File: src/rtl/sar_pkg.sv
// rtl/sar_pkg.sv - shared types and constants for the SAR result collector
package sar_pkg;

    localparam int DATA_W = 8;
    localparam int ACC_W  = DATA_W + 3;

    localparam int ERR_TMO  = 0;
    localparam int ERR_SPUR = 1;

    typedef enum logic [1:0] {
        IDLE  = 2'd0,
        START = 2'd1,
        CONV  = 2'd2
    } sar_state_t;

    // Sample index of the last sample in a group of 2^osr samples.
    function automatic logic [2:0] grp_last_idx(input logic [1:0] osr);
        case (osr)
            2'd0:    return 3'd0;
            2'd1:    return 3'd1;
            2'd2:    return 3'd3;
            default: return 3'd7;
        endcase
    endfunction

endpackage

File: src/rtl/sar_result_fifo.sv
// rtl/sar_result_fifo.sv - small result FIFO with registered first-word-fall-through head
module sar_result_fifo #(
    parameter int DATA_W     = 8,
    parameter int FIFO_DEPTH = 4
) (
    input  logic                         clk,
    input  logic                         rst,
    input  logic                         push,
    input  logic [DATA_W-1:0]            push_data,
    input  logic                         pop,
    output logic [DATA_W-1:0]            head_data,
    output logic                         head_valid,
    output logic [$clog2(FIFO_DEPTH):0]  level
);

    localparam int PW = $clog2(FIFO_DEPTH);

    logic [DATA_W-1:0] mem [FIFO_DEPTH];
    logic [PW-1:0]     wr_ptr;
    logic [PW-1:0]     rd_ptr;
    logic [PW-1:0]     rd_ptr_n;
    logic [PW:0]       level_n;
    logic              push_ok;
    logic              pop_ok;

    always_comb begin
        push_ok  = push && (level != (PW+1)'(FIFO_DEPTH));
        pop_ok   = pop && (level != '0);
        rd_ptr_n = pop_ok ? rd_ptr + 1'b1 : rd_ptr;
        level_n  = level;
        if (push_ok && !pop_ok) begin
            level_n = level + 1'b1;
        end else if (!push_ok && pop_ok) begin
            level_n = level - 1'b1;
        end
    end

    always_ff @(posedge clk) begin
        if (push_ok) begin
            mem[wr_ptr] <= push_data;
        end
    end

    // The head register bypasses the array when the entry being written lands at the new read pointer.
    always_ff @(posedge clk or posedge rst) begin
        if (rst) begin
            wr_ptr     <= '0;
            rd_ptr     <= '0;
            level      <= '0;
            head_data  <= '0;
            head_valid <= 1'b0;
        end else begin
            if (push_ok) begin
                wr_ptr <= wr_ptr + 1'b1;
            end
            rd_ptr     <= rd_ptr_n;
            level      <= level_n;
            head_valid <= (level_n != '0);
            if (level_n == '0) begin
                head_data <= '0;
            end else if (push_ok && (wr_ptr == rd_ptr_n)) begin
                head_data <= push_data;
            end else begin
                head_data <= mem[rd_ptr_n];
            end
        end
    end

endmodule

File: src/rtl/sar_result_collector.sv
// rtl/sar_result_collector.sv - SAR conversion sequencer, oversampling averager and result FIFO (SAR_ROUND_EN selects rounding)
module sar_result_collector #(
    parameter int DATA_W      = sar_pkg::DATA_W,
    parameter int FIFO_DEPTH  = 4,
    parameter int TIMEOUT_CYC = 32
) (
    input  logic                         clk,
    input  logic                         rst,
    input  logic                         run,
    input  logic [1:0]                   osr_log2,
    output logic                         cnvst,
    input  logic [DATA_W-1:0]            sar_in,
    input  logic                         eoc_in,
    output logic [DATA_W-1:0]            res_data,
    output logic                         res_valid,
    input  logic                         res_ready,
    output logic [$clog2(FIFO_DEPTH):0]  fifo_level,
    output logic [1:0]                   err_stat,
    input  logic                         err_clr
);

    import sar_pkg::*;

    localparam int AW = DATA_W + (ACC_W - sar_pkg::DATA_W);
    localparam int LW = $clog2(FIFO_DEPTH) + 1;
    localparam int TW = $clog2(TIMEOUT_CYC);

    sar_state_t        state;
    sar_state_t        state_n;
    logic [TW-1:0]     tmo_cnt;
    logic [AW-1:0]     acc;
    logic [AW-1:0]     sum;
    logic [2:0]        cnt;
    logic [1:0]        osr_lat;
    logic              tmo_hit;
    logic              sample_ok;
    logic              grp_done;
    logic              push;
    logic              overflow;
    logic [DATA_W-1:0] grp_res;
    logic [1:0]        err_nxt;

    always_comb begin
        state_n = state;
        tmo_hit = 1'b0;
        case (state)
            IDLE:  if (run && (fifo_level < LW'(FIFO_DEPTH))) state_n = START;
            START: state_n = CONV;
            CONV: begin
                if (eoc_in) begin
                    state_n = IDLE;
                end else if (tmo_cnt == TW'(TIMEOUT_CYC - 1)) begin
                    state_n = IDLE;
                    tmo_hit = 1'b1;
                end
            end
            default: state_n = IDLE;
        endcase
    end

`ifdef SAR_ROUND_EN
    localparam int RW = AW + 1;
    logic [RW-1:0] rnd;
`endif

    always_comb begin
        sample_ok = (state == CONV) && eoc_in;
        grp_done  = (cnt == grp_last_idx(osr_lat));
        push      = sample_ok && grp_done;
        overflow  = push && (fifo_level == LW'(FIFO_DEPTH));
        sum       = acc + AW'(sar_in);
`ifdef SAR_ROUND_EN
        rnd = '0;
        if (osr_lat == 2'd0) begin
            grp_res = DATA_W'(sum);
        end else begin
            rnd     = (RW'(sum) + (RW'(1) << (osr_lat - 2'd1))) >> osr_lat;
            grp_res = (rnd > RW'({DATA_W{1'b1}})) ? {DATA_W{1'b1}} : DATA_W'(rnd);
        end
`else
        grp_res = DATA_W'(sum >> osr_lat);
`endif
        err_nxt = err_clr ? 2'b00 : err_stat;
        if (tmo_hit || overflow) err_nxt[ERR_TMO] = 1'b1;
        if (eoc_in && (state != CONV)) err_nxt[ERR_SPUR] = 1'b1;
    end

    always_ff @(posedge clk or posedge rst) begin
        if (rst) begin
            state    <= IDLE;
            cnvst    <= 1'b0;
            tmo_cnt  <= '0;
            acc      <= '0;
            cnt      <= '0;
            osr_lat  <= '0;
            err_stat <= '0;
        end else begin
            state    <= state_n;
            cnvst    <= (state_n == START);
            err_stat <= err_nxt;
            if (state == START) begin
                tmo_cnt <= '0;
                if (cnt == '0) osr_lat <= osr_log2;
            end else if (state == CONV) begin
                tmo_cnt <= tmo_cnt + 1'b1;
            end
            // A timed-out conversion drops the whole partial group.
            if (sample_ok) begin
                if (grp_done) begin
                    acc <= '0;
                    cnt <= '0;
                end else begin
                    acc <= sum;
                    cnt <= cnt + 1'b1;
                end
            end else if (tmo_hit) begin
                acc <= '0;
                cnt <= '0;
            end
        end
    end

    sar_result_fifo #(
        .DATA_W     (DATA_W),
        .FIFO_DEPTH (FIFO_DEPTH)
    ) u_fifo (
        .clk        (clk),
        .rst        (rst),
        .push       (push),
        .push_data  (grp_res),
        .pop        (res_ready),
        .head_data  (res_data),
        .head_valid (res_valid),
        .level      (fifo_level)
    );

endmodule

File: config.mk
export PLATFORM = sky130hd
export DESIGN_NAME = sar_result_collector
export DESIGN_NICKNAME = d
export VERILOG_FILES = /design/src/rtl/sar_pkg.sv /design/src/rtl/sar_result_fifo.sv /design/src/rtl/sar_result_collector.sv
export SDC_FILE = /design/constraint.sdc
export NUM_CORES = 1
export LEC_CHECK = 0
export ABC_AREA = 1
export CAP_MARGIN = 20
export CORE_MARGIN = 5
export CORE_UTILIZATION = 53
export DETAILED_ROUTE_END_ITERATION = 16
export PLACE_DENSITY = 0.81
export SYNTH_ARGS = -nofsm -noshare
export SYNTH_HDL_FRONTEND = slang
export SYNTH_HIERARCHICAL = 1
export SYNTH_SLANG_ARGS = --single-unit
File: constraint.sdc
create_clock -name clk -period 2.2 [get_ports clk]
set_input_delay 0.22 -clock clk [delete_from_list [all_inputs] [get_ports clk]]
set_output_delay 0.22 -clock clk [all_outputs]
set_load 0.01 [all_outputs]
==> flow_results.org <==
** Cells and area
- Filler cell count :: roughly 640
- Area of the multi-input gates :: 2110 um^2
- In the final layout, flip-flops and latches occupy 2010 um^2.
- Share of final-layout standard cells stronger than drive strength 1 :: 19.4%
- From synthesis to final layout, the design area changed by 24.2%.
- After the last flow step, the layout net total stands at 629.
- Final core area utilization :: 66.6%
- Antenna diode count :: 0

** Timing
- Final Hold Fails :: 0
- Setup violations remaining at the end of the flow were counted as 0.
- Derived from the worst setup path, the maximum achievable clock frequency is 0.471 GHz.
- Minimum clock period after layout :: 2120 ps
- Setup clock skew after layout :: 9.71 ps
- Hold timing on the final database bottoms out at a slack of about 250 ps.
- The max-slew violation count was 0.
- Headroom to the max-slew limit :: between 50% and 60%
- For the pin with the worst max-slew slack, the measured transition is 657 ps.
- RSZ-0062 raised after global routing :: true
- Of the available clock period, the critical path in the final layout requires 96.5%.

** CTS
- For the worst-skew pair, the clock arrives at the later sink with an insertion delay of between 300 and 400 ps.
- Clock-pin slew reported for the worst setup and hold paths after clock tree synthesis :: 80 ps
- Count of H-tree levels built during CTS :: 3
- TritonCTS clock tree :: built
- The tree is rooted in a sky130_fd_sc_hd__clkbuf_8.
- Clock sinks :: 74
- CTS Buffer Depth :: 2
- The number of clock buffers added by TritonCTS is 9.

** Drt
- The routed design uses 5280 um of met2 wire.
- Amount of wire on met3 after detailed routing :: between 500 and 600 um
- Max Used Layer :: met4
- Average wire per standard cell :: 14.8 um
- Routed Wire Length :: roughly 10000 um
- After detailed routing, the wire length on met1 is 4200 um.
- The pre-antenna-repair detailed-routing pass consisted of 5 iterations.
- Count of antenna-violating nets left after detailed routing :: 0
- Iteration-0 DRC count of the detailed router :: between 150 and 200
- After detailed routing, the number of vias per cell comes to between 5 and 6.
- Residual DRC count :: 0
- The detailed router placed 3787 vias in this run.

** Global route
- The via count of the first global-routing pass came to 3759.
- Global-route congestion overflow total :: 0
- For this run, the total global-route usage over all layers was measured as 20.9%.
- The first global-routing pass estimated approximately 17000 um of wire.
- Initial antenna violation count :: 0
- Largest net degree at the start of global routing :: 27

** Critical path
- The worst setup path is captured at a flip-flop.
- Peak fanout along the critical path :: 5
- Worst EP required :: 2490 ps
- At the worst endpoint, the arrival time is about 2400 ps.
- Critical setup path kind :: flip-flop to flip-flop
- Worst Setup Start Kind :: flip-flop

** Die
- Height of the chip :: 101 um
- Horiz. Die Dim :: 101 um
- The floorplan has 33 rows.
- Count of boundary I/O pins :: 31
- Core region area :: 8090 um^2
- The floorplan step defined a die boundary enclosing 10100 um^2.
- Starting density of the core :: 53.6%

** Power
- For this design the ratio of total power to cell area is 1510 nW/um^2.
- IR drop worst, VDD :: 727 uV
- P_leak :: roughly 2.6 nW

** Synth
- When the netlist entered floorplanning its net count stood at 556.
- Distinct cell type count of the synthesized netlist :: 34
- In this run, synthesis inferred 32 flip-flops with an integrated enable.
- For this run, the leading register cell type out of synthesis is sky130_fd_sc_hd__dfrtp_1.
- Synthesis produced 516 cells.
- After synthesis, flip-flops and latches occupy 46.3% of the total area.
- Synthesis-stage register bit count :: 74
- The synthesized design devotes to its leading area cell type 24.2% of total area.
- After synthesis, the cell types taking the most area are sky130_fd_sc_hd__dfrtp_1, sky130_fd_sc_hd__edfxtp_1, sky130_fd_sc_hd__nand2_1.
- Counting flops with an async set or reset pin after synthesis yields a share of between 50% and 60%.
- The cell area that synthesis handed to floorplanning was 4340 um^2.
- Area leader, netlist :: sky130_fd_sc_hd__dfrtp_1
- Averaged over all synthesized cells, the footprint is 8.41 um^2.
- Ys Warns :: 6

** Worst hold path
- The tightest min-delay check is of the input port to asynchronous set/reset pin type.

** Placement
- PortBufs :: 30
- Detailed Place HPWL :: 7130 um
- At the end of routability-driven placement, the weighted congestion stood at slightly above 0.9.

** Status
- Outcome :: finished clean

** Job
- Max-capacitance violation count :: 0
[stage by stage]
stage | TNS (ps) | power [W] | instance area (um^2) | worst slack [ps] | std cells
floorplan | 0 | 0.00498 | 4340 | 93.4 | 516
global placement | -4170 | 0.00609 | 4940 | -226 | 672
detailed placement | -5680 | 0.00628 | 4940 | -300 | 672
CTS | -37.5 | 0.00752 | 5170 | -31.2 | 688
global route | -297 | 0.00876 | 5390 | -97.0 | 699
finish | 0 | 0.00812 | 5390 | 76.4 | 699
[sequential cells by signal, summed over array words and instances (netlist names)]
| register | count |
|---|---|
| u_fifo/level | 3 |
| tmo_cnt | 5 |
| u_fifo/mem | 32 |
| err_stat | 2 |
| u_fifo/head_valid | 1 |
| cnvst | 1 |
| u_fifo/rd_ptr | 2 |
| osr_lat | 2 |
| u_fifo/wr_ptr | 2 |
| acc | 11 |
| state | 2 |
| u_fifo/head_data | 8 |
| cnt | 3 |
[per-layer routing]
metal / vias to the layer above / global-route usage, %
li1: 1828 / -
met1: 1803 / 26.6
met2: 129 / 36.0
met3: 27 / 3.53
met4: 0 / 7.46
met5: - / 0
[cell families after synthesis]
family | Yosys count | share of synthesized area [%]
adders and majority gates | 24 | 7.09
muxes | 1 | 0.231
AOI/OAI and AO/OA | 33 | 4.18
and+or+nand+nor | 288 | 32.5
xor gates and xnor gates | 6 | 1.21
buffers and inverters | 90 | 8.47
DFF | 74 | 46.3
[cell usage in the layout (no fill, tap or decap), types with 2 or more instances in the layout]
cell type / instances
sky130_fd_sc_hd__nand2_1: 113
sky130_fd_sc_hd__inv_1: 74
sky130_fd_sc_hd__nand3_1: 67
sky130_fd_sc_hd__dfrtp_1: 42
sky130_fd_sc_hd__buf_4: 40
sky130_fd_sc_hd__nor2_1: 35
sky130_fd_sc_hd__edfxtp_1: 32
sky130_fd_sc_hd__clkdlybuf4s50_1: 30
sky130_fd_sc_hd__ha_1: 20
sky130_fd_sc_hd__nand3b_1: 16
sky130_fd_sc_hd__nand4_1: 13
sky130_fd_sc_hd__nand2_2: 13
sky130_fd_sc_hd__nand2_4: 12
sky130_fd_sc_hd__clkbuf_8: 9
sky130_fd_sc_hd__o21ai_1: 7
sky130_fd_sc_hd__o21ai_0: 7
sky130_fd_sc_hd__nor3_1: 6
sky130_fd_sc_hd__a21oi_1: 6
sky130_fd_sc_hd__o21ai_2: 6
sky130_fd_sc_hd__nand3_2: 5
sky130_fd_sc_hd__inv_2: 4
sky130_fd_sc_hd__nor2_4: 3
sky130_fd_sc_hd__xor2_2: 2
sky130_fd_sc_hd__xnor2_1: 2
sky130_fd_sc_hd__xor2_1: 2
sky130_fd_sc_hd__nor2_2: 2
sky130_fd_sc_hd__o22ai_1: 2
sky130_fd_sc_hd__ha_4: 2
sky130_fd_sc_hd__bufinv_16: 2
sky130_fd_sc_hd__inv_4: 2
[final cells by class]
type                    count  share of cell area (%)
clock buffers               9                    2.30
clock inverters             7                    1.88
inverters                  80                    5.66
multi-input cells         353                    39.1
flip-flops and latches     74                    37.3
well taps                 105                    2.44
repair buffers             71                    11.3
[cell usage after synthesis (2+ instances only)]
cell	instances
sky130_fd_sc_hd__ha_1	23
sky130_fd_sc_hd__nand4_1	13
sky130_fd_sc_hd__a22oi_1	2
sky130_fd_sc_hd__dfrtp_1	42
sky130_fd_sc_hd__nand2_1	119
sky130_fd_sc_hd__inv_2	5
sky130_fd_sc_hd__xor2_1	4
sky130_fd_sc_hd__nand3_1	70
sky130_fd_sc_hd__o22ai_1	2
sky130_fd_sc_hd__nand3_2	2
sky130_fd_sc_hd__buf_2	6
sky130_fd_sc_hd__a21oi_1	7
sky130_fd_sc_hd__o21ai_0	11
sky130_fd_sc_hd__edfxtp_1	32
sky130_fd_sc_hd__buf_6	3
sky130_fd_sc_hd__nand3b_1	16
sky130_fd_sc_hd__nor2_1	39
sky130_fd_sc_hd__nor3_1	6
sky130_fd_sc_hd__nand2_2	8
sky130_fd_sc_hd__xnor2_1	2
sky130_fd_sc_hd__inv_1	75
sky130_fd_sc_hd__nand2_4	10
sky130_fd_sc_hd__o21ai_1	8
[power by group]
group / leakage, nW / internal [W] / switching [W]
logic: 1.73 / 0.00187 / 0.00277
clock network: 0.112 / 0.000650 / 0.000541
registers: 0.805 / 0.00201 / 0.000282
[final timing paths]
path	start	end	slack, ps	cells after the start
min reg2reg	err_stat[1]$_DFFE_PP0P_	err_stat[1]$_DFFE_PP0P_	490	2
max reg2reg	acc[2]$_DFFE_PP0P_	u_fifo/head_data[1]$_DFF_PP0_	80	11
min	rst	state[1]$_DFF_PP0_	250	3
min in group clk	osr_log2[1]	osr_lat[1]$_DFFE_PP0P_	470	3
max	acc[2]$_DFFE_PP0P_	u_fifo/head_data[1]$_DFF_PP0_	80	11
max in group asynchronous	rst	u_fifo/head_data[2]$_DFF_PP0_	1490	2
[what timing repair did]
item,4_1_cts,5_1_grt
cloned,0,1
pin swaps,0,12
gates resized for setup,2,39
hold buffers,0,0
setup endpoints to repair,8,33
setup buffers,0,10
[worst max-delay path: stages (launching register included)]
cell,delay [ps]
sky130_fd_sc_hd__dfrtp_1,400
sky130_fd_sc_hd__ha_1,350
sky130_fd_sc_hd__buf_4,140
sky130_fd_sc_hd__nand2_2,60
sky130_fd_sc_hd__o21ai_2,180
sky130_fd_sc_hd__xor2_1,250
sky130_fd_sc_hd__o21ai_2,110
sky130_fd_sc_hd__o21ai_2,240
sky130_fd_sc_hd__inv_1,70
sky130_fd_sc_hd__nand4_1,110
sky130_fd_sc_hd__nand2_1,70
sky130_fd_sc_hd__nor2_1,90
Note: power is estimated with default switching activity, not from simulation.
==> RTL change 1 (same flow settings) <==
Reset style: synchronous (`rst`), changed in 2 clocked blocks.
--- a/src/rtl/sar_result_fifo.sv
+++ b/src/rtl/sar_result_fifo.sv
@@ -42,7 +42,7 @@
     end
 
     // The head register bypasses the array when the entry being written lands at the new read pointer.
-    always_ff @(posedge clk or posedge rst) begin
+    always_ff @(posedge clk) begin
         if (rst) begin
             wr_ptr     <= '0;
             rd_ptr     <= '0;
--- a/src/rtl/sar_result_collector.sv
+++ b/src/rtl/sar_result_collector.sv
@@ -85,7 +85,7 @@
         if (eoc_in && (state != CONV)) err_nxt[ERR_SPUR] = 1'b1;
     end
 
-    always_ff @(posedge clk or posedge rst) begin
+    always_ff @(posedge clk) begin
         if (rst) begin
             state    <= IDLE;
             cnvst    <= 1'b0;
Formal check against the unedited RTL: differs if rst is asserted again (counterexample within 4 cycles, from zero or initial values and one cycle with rst high); with rst held inactive, the same outputs for 10 cycles.
==> RTL change 1 against the unedited design <==
- worst hold slack better by 0.21 ns
- sequential cell count did not move
- first-iteration DRC count increased by 10%
- synthesized area decreased by 3.6%
- die area down 3.2%
- routed wire length fell by 12%
- setup slack worse by 0.0046 ns
- final area decreased by 6.6%
Power is not compared: it rests on default switching activity, and its combinational part moved more than twofold at a synthesized area within 25%.
==> RTL change 1: results (changes against the unedited design) <==
| Metric | Value |
|---|---|
| Outcome | `completed` |
| Total Routing Usage GR | `19.82% (-1.1 points)` |
| Routed wire per std cell | `12.71 um (-14%)` |
| Distinct cell type count after synthesis | `35 (+2.9%)` |
| Placed wire-length estimate | `6714 um (-5.8%)` |
| Vias in the first global route | `3,713 (-1.2%)` |
| Peak supply drop | `0.5212 mV` |
| Post-detailed-placement cell area | `4738 um^2 (-4.1%)` |
| Number of iterations in the first detailed-routing pass | `4 (-1)` |
| Fraction of layout instances using a drive strength above 1 | `14.71% (-4.7 points)` |
| Crit path max-delay cell type | `sky130_fd_sc_hd__fa_2` |
| Post-synthesis mux area share | `0% (-0.23 points)` |
| Nets | `643 (+2.2%)` |
| Worst-case clock skew | `0.01237 ns (+0.002662 ns)` |
| Worst hold path class | `reg2reg` |
| Via total after detailed routing | `3,639 (-3.9%)` |
| Most frequent cells after synthesis | `sky130_fd_sc_hd__nand2_1 (148), sky130_fd_sc_hd__inv_1 (90), sky130_fd_sc_hd__nand3_1 (78), sky130_fd_sc_hd__dfxtp_1 (42), sky130_fd_sc_hd__edfxtp_1 (32)` |
| CP Max Fanout | `4 (-1)` |
| Average footprint of a synthesized cell | `7.696 um^2 (-8.5%)` |
| Share of synthesized area occupied by flip-flops and latches | `43.04% (-3.3 points)` |
| RePlAce Congestion | `0.8797 (-3.9%)` |
| Post-synthesis net count | `580 (+4.3%)` |
| Asr flop ratio synth | `0% (-57 points)` |
| Leading register cell type out of synthesis | `sky130_fd_sc_hd__dfxtp_1` |
| Arrival time at the worst endpoint | `2.22 ns (-0.19 ns)` |
| Launch point of the worst path | `acc[0]` |
| Starting DRT DRC Count | `217 (+10%)` |
| Number of CTS-inserted buffers | `9 (unchanged)` |
| Pin count of the biggest net entering global routing | `18 (-33%)` |
| Top area cells in the synthesized netlist | `sky130_fd_sc_hd__edfxtp_1 (23%), sky130_fd_sc_hd__dfxtp_1 (20%), sky130_fd_sc_hd__nand2_1 (13%)` |
| Fraction of the mapped netlist area in adder cells | `6.157% (-0.93 points)` |
| Largest stage delay on the critical path | `0.35 ns (-0.05 ns)` |
| Library cell with the highest instance count after synthesis | `sky130_fd_sc_hd__nand2_1` |
| Post-synthesis share of cell area spent on xor and xnor gates | `1.046% (-0.16 points)` |
| Worst Tran Pin Value | `0.5052 ns (-0.1516 ns)` |
| LEAKAGE | `0.002416 uW` |
| Dominant delay contributor by cell family on the critical path | `adder cells` |
| Antenna violations before repair | `0 (unchanged)` |
| Global-route wire length before repair | `15,850 um (-6.1%)` |
| Fraction of the mapped netlist area in compound gates | `5.708% (+1.5 points)` |
RTL change 1: cell types whose count changed after synthesis, moves of 6 or more:
cell and delta:
sky130_fd_sc_hd__nand2_2 -6, sky130_fd_sc_hd__dfrtp_1 -42, sky130_fd_sc_hd__nand3_1 +8, sky130_fd_sc_hd__a21oi_1 +18
sky130_fd_sc_hd__o21ai_1 -7, sky130_fd_sc_hd__nor2_1 -13, sky130_fd_sc_hd__dfxtp_1 +42, sky130_fd_sc_hd__nand2_1 +29
sky130_fd_sc_hd__nand3b_1 -14, sky130_fd_sc_hd__inv_1 +15, sky130_fd_sc_hd__buf_2 -6
RTL change 1: layout make-up:
class,instances,area [um^2]
multi-input cells,360,1958
clock buffers,10,137.6
well taps,102,127.6
repair buffers,64,555.5
clock inverters,6,80.08
fillers,625,2691
flip-flops and latches,74,1803
inverters,98,374.1
RTL change 1: power groups by stage:
stage / logic (uW) / registers (uW) / clock network (uW)
final: 1560 / 1650 / 1140
after global routing: 1730 / 1670 / 1220
after CTS: 1500 / 1650 / 1160
after detailed placement: 1480 / 1680 / 0
after global placement: 1440 / 1680 / 0
after floorplan: 986 / 1700 / 0
RTL change 1: path summary, 6_finish.rpt:
| path | endpoint | slack [ns] | cells past startpoint |
|---|---|---|---|
| setup reg to reg | u_fifo/mem[0][3] | 0.07 | 10 |
| setup / recovery | u_fifo/mem[0][3] | 0.07 | 10 |
| hold / removal | err_stat[1] | 0.47 | 2 |
| hold reg to reg | err_stat[1] | 0.47 | 2 |
RTL change 1: cells by family (layout without fill, tap and decap cells):
logic type / after synthesis / count (layout)
AND/OR/NAND/NOR: 290 / 290
buffers and inverters: 110 / 178
flip-flops: 74 / 74
AO/OA/AOI/OAI: 45 / 45
adder cells (fa/ha/maj): 20 / 20
XOR/XNOR: 5 / 5
RTL change 1: repair_timing:
item | 4_1_cts | 5_1_grt
gates resized for setup | 3 | 19
endpoints found under the setup margin | 3 | 33
pin swaps | 0 | 2
setup buffers | 0 | 3
RTL change 1: per-stage QoR:
| step | TNS, ns | setup WS (ns) | instances |
|---|---|---|---|
| after global placement | -6.279 | -0.3176 | 695 |
| final | 0 | 0.07180 | 714 |
| after floorplan | 0 | 0.2712 | 544 |
| after CTS | 0 | 0.02046 | 711 |
| after global routing | -0.01826 | -0.003938 | 714 |
| after detailed placement | -8.457 | -0.4569 | 695 |
RTL change 1: metal layers:
layer	vias to the layer above	GRT usage, %	part of all wire [%]	routed length, um
met5	-	0	0	0
met4	0	8.088	2.2	202
met3	22	5.379	5.9	534
met2	102	34.97	51	4663
met1	1641	22.55	41	3677
li1	1874	-	-	-
==> RTL change 2 (same settings) <==
Without the edit above. Add a define of `SAR_ROUND_EN`.
--- a/src/rtl/sar_result_collector.sv
+++ b/src/rtl/sar_result_collector.sv
@@ -1,4 +1,6 @@
 // rtl/sar_result_collector.sv - SAR conversion sequencer, oversampling averager and result FIFO (SAR_ROUND_EN selects rounding)
+`define SAR_ROUND_EN
+
 module sar_result_collector #(
     parameter int DATA_W      = sar_pkg::DATA_W,
     parameter int FIFO_DEPTH  = 4,
Check against the original RTL: not equivalent (a bounded check fails within 10 cycles, from zero or initial values and one cycle with rst high).
==> RTL change 2 against the unedited design <==
- sequential cell count unchanged
- routed wire length increased by 36%
- setup slack got worse by 1.3 ns
- critical path depth increased by 11
- synthesized cell count rose by 21%
- final area grew 22%
- global-route usage is 1.8 points higher
- synthesized area up 16%
- final cell count increased by 24%
- power up 33%
- the flow now finishes with violations (setup timing)
- core utilization is 4.6 points higher
==> RTL change 2: results (changes against the unedited design) <==
| Metric | Value |
|---|---|
| Outcome | `complete, but fails checks` |
| Violations in the final reports | `setup timing` |
| FF-to-FF path depth | `22 (+11)` |
| Vias per inst | `5.434 (+0.29%)` |
| Crit path setup slack, layout | `-1.182 ns (-1.259 ns)` |
| Total Routing Usage GR | `22.67% (+1.8 points)` |
| Post-synthesis share of cell area spent on xor and xnor gates | `1.047% (-0.16 points)` |
| Peak supply drop | `0.9437 mV (+30%)` |
| Top area cells in the synthesized netlist | `sky130_fd_sc_hd__dfrtp_1 (21%), sky130_fd_sc_hd__edfxtp_1 (19%), sky130_fd_sc_hd__nand2_1 (11%)` |
| Nets | `778 (+24%)` |
| Launch point of the worst path | `acc[0]` |
| Most frequent cells after synthesis | `sky130_fd_sc_hd__nand2_1 (146), sky130_fd_sc_hd__inv_1 (105), sky130_fd_sc_hd__nand3_1 (51), sky130_fd_sc_hd__dfrtp_1 (42), sky130_fd_sc_hd__nor2_1 (42)` |
| Power in combinational cells | `7330 uW (+58%)` |
| Post-synthesis mux area share | `0.1994% (-0.031 points)` |
| Number of enable flip-flop cells after synthesis | `32 (unchanged)` |
| Number of iterations in the first detailed-routing pass | `5 (unchanged)` |
| Number of warnings printed during yosys synthesis | `6 (unchanged)` |
| Crit path max-delay cell type | `sky130_fd_sc_hd__fa_2` |
| Via total after detailed routing | `4,711 (+24%)` |
| Fraction of the mapped netlist area in compound gates | `6.579% (+2.4 points)` |
| Smallest hold slack | `0.2516 ns (-0.002986 ns)` |
| Distinct cell type count after synthesis | `46 (+35%)` |
| Dominant delay contributor by cell family on the critical path | `adder cells` |
| Cell count after synthesis | `625 (+21%)` |
| Placed wire-length estimate | `8942 um (+25%)` |
| Internal power summed over all cells | `5547 uW (+22%)` |
| Worst-case clock skew | `0.01106 ns (+0.001358 ns)` |
| Share of synthesized area occupied by flip-flops and latches | `40.07% (-6.3 points)` |
| Fraction of layout instances using a drive strength above 1 | `30.49% (+11 points)` |
| CP Max Fanout | `8 (+3)` |
| Number of placed instances, taps included | `830 (+24%)` |
| Worst hold path class | `in2async` |
| Buffers on Ports | `30 (unchanged)` |
| Global-route wire length before repair | `20,760 um (+23%)` |
| Starting DRT DRC Count | `359 (+82%)` |
| Arrival time at the worst endpoint | `3.65 ns (+1.24 ns)` |
| WL final | `14,000 um (+36%)` |
| Normalized max-slew margin | `55.95% (-0.21 points)` |
| Flip-flop and latch power | `2370 uW (+3%)` |
| Fraction of the mapped netlist area in adder cells | `7.526% (+0.44 points)` |
| Final setup violation count | `75 (+75)` |
| Worst setup slack before clock tree synthesis | `-1.427 ns (-1.127 ns)` |
| Post-synthesis net count | `670 (+21%)` |
| Critical path capture point | `u_fifo/head_data[0]` |
[RTL change 2: per-stage QoR]
step / TNS (ns) / total power (uW)
after floorplan: -25.19 / 6377
after global placement: -54.64 / 8065
after CTS: -36.08 / 9764
after global routing: -57.50 / 11540
final: -48.28 / 10790
after detailed placement: -56.73 / 8319
[RTL change 2: layout make-up]
| cell class | instances | area [um^2] |
|---|---|---|
| fill | 618 | 2663 |
| clock buffer | 9 | 123.9 |
| inverter | 118 | 451.7 |
| sequential | 74 | 2012 |
| tap | 129 | 161.4 |
| clock inverter | 7 | 77.57 |
| multi-input combinational | 424 | 2809 |
| timing repair buffer | 106 | 942.2 |
[RTL change 2: timing repair]
action,CTS,global route
pin swaps,7,29
setup buffers,8,14
cloned,1,0
hold buffers,0,0
endpoints found under the setup margin,73,74
gates resized for setup,35,58
[RTL change 2: routing by layer]
layer	track usage [%]	share of wire, %
met1	24.66	37
met2	41.91	51
met3	4.199	5.8
met4	11.27	5.6
met5	0	0
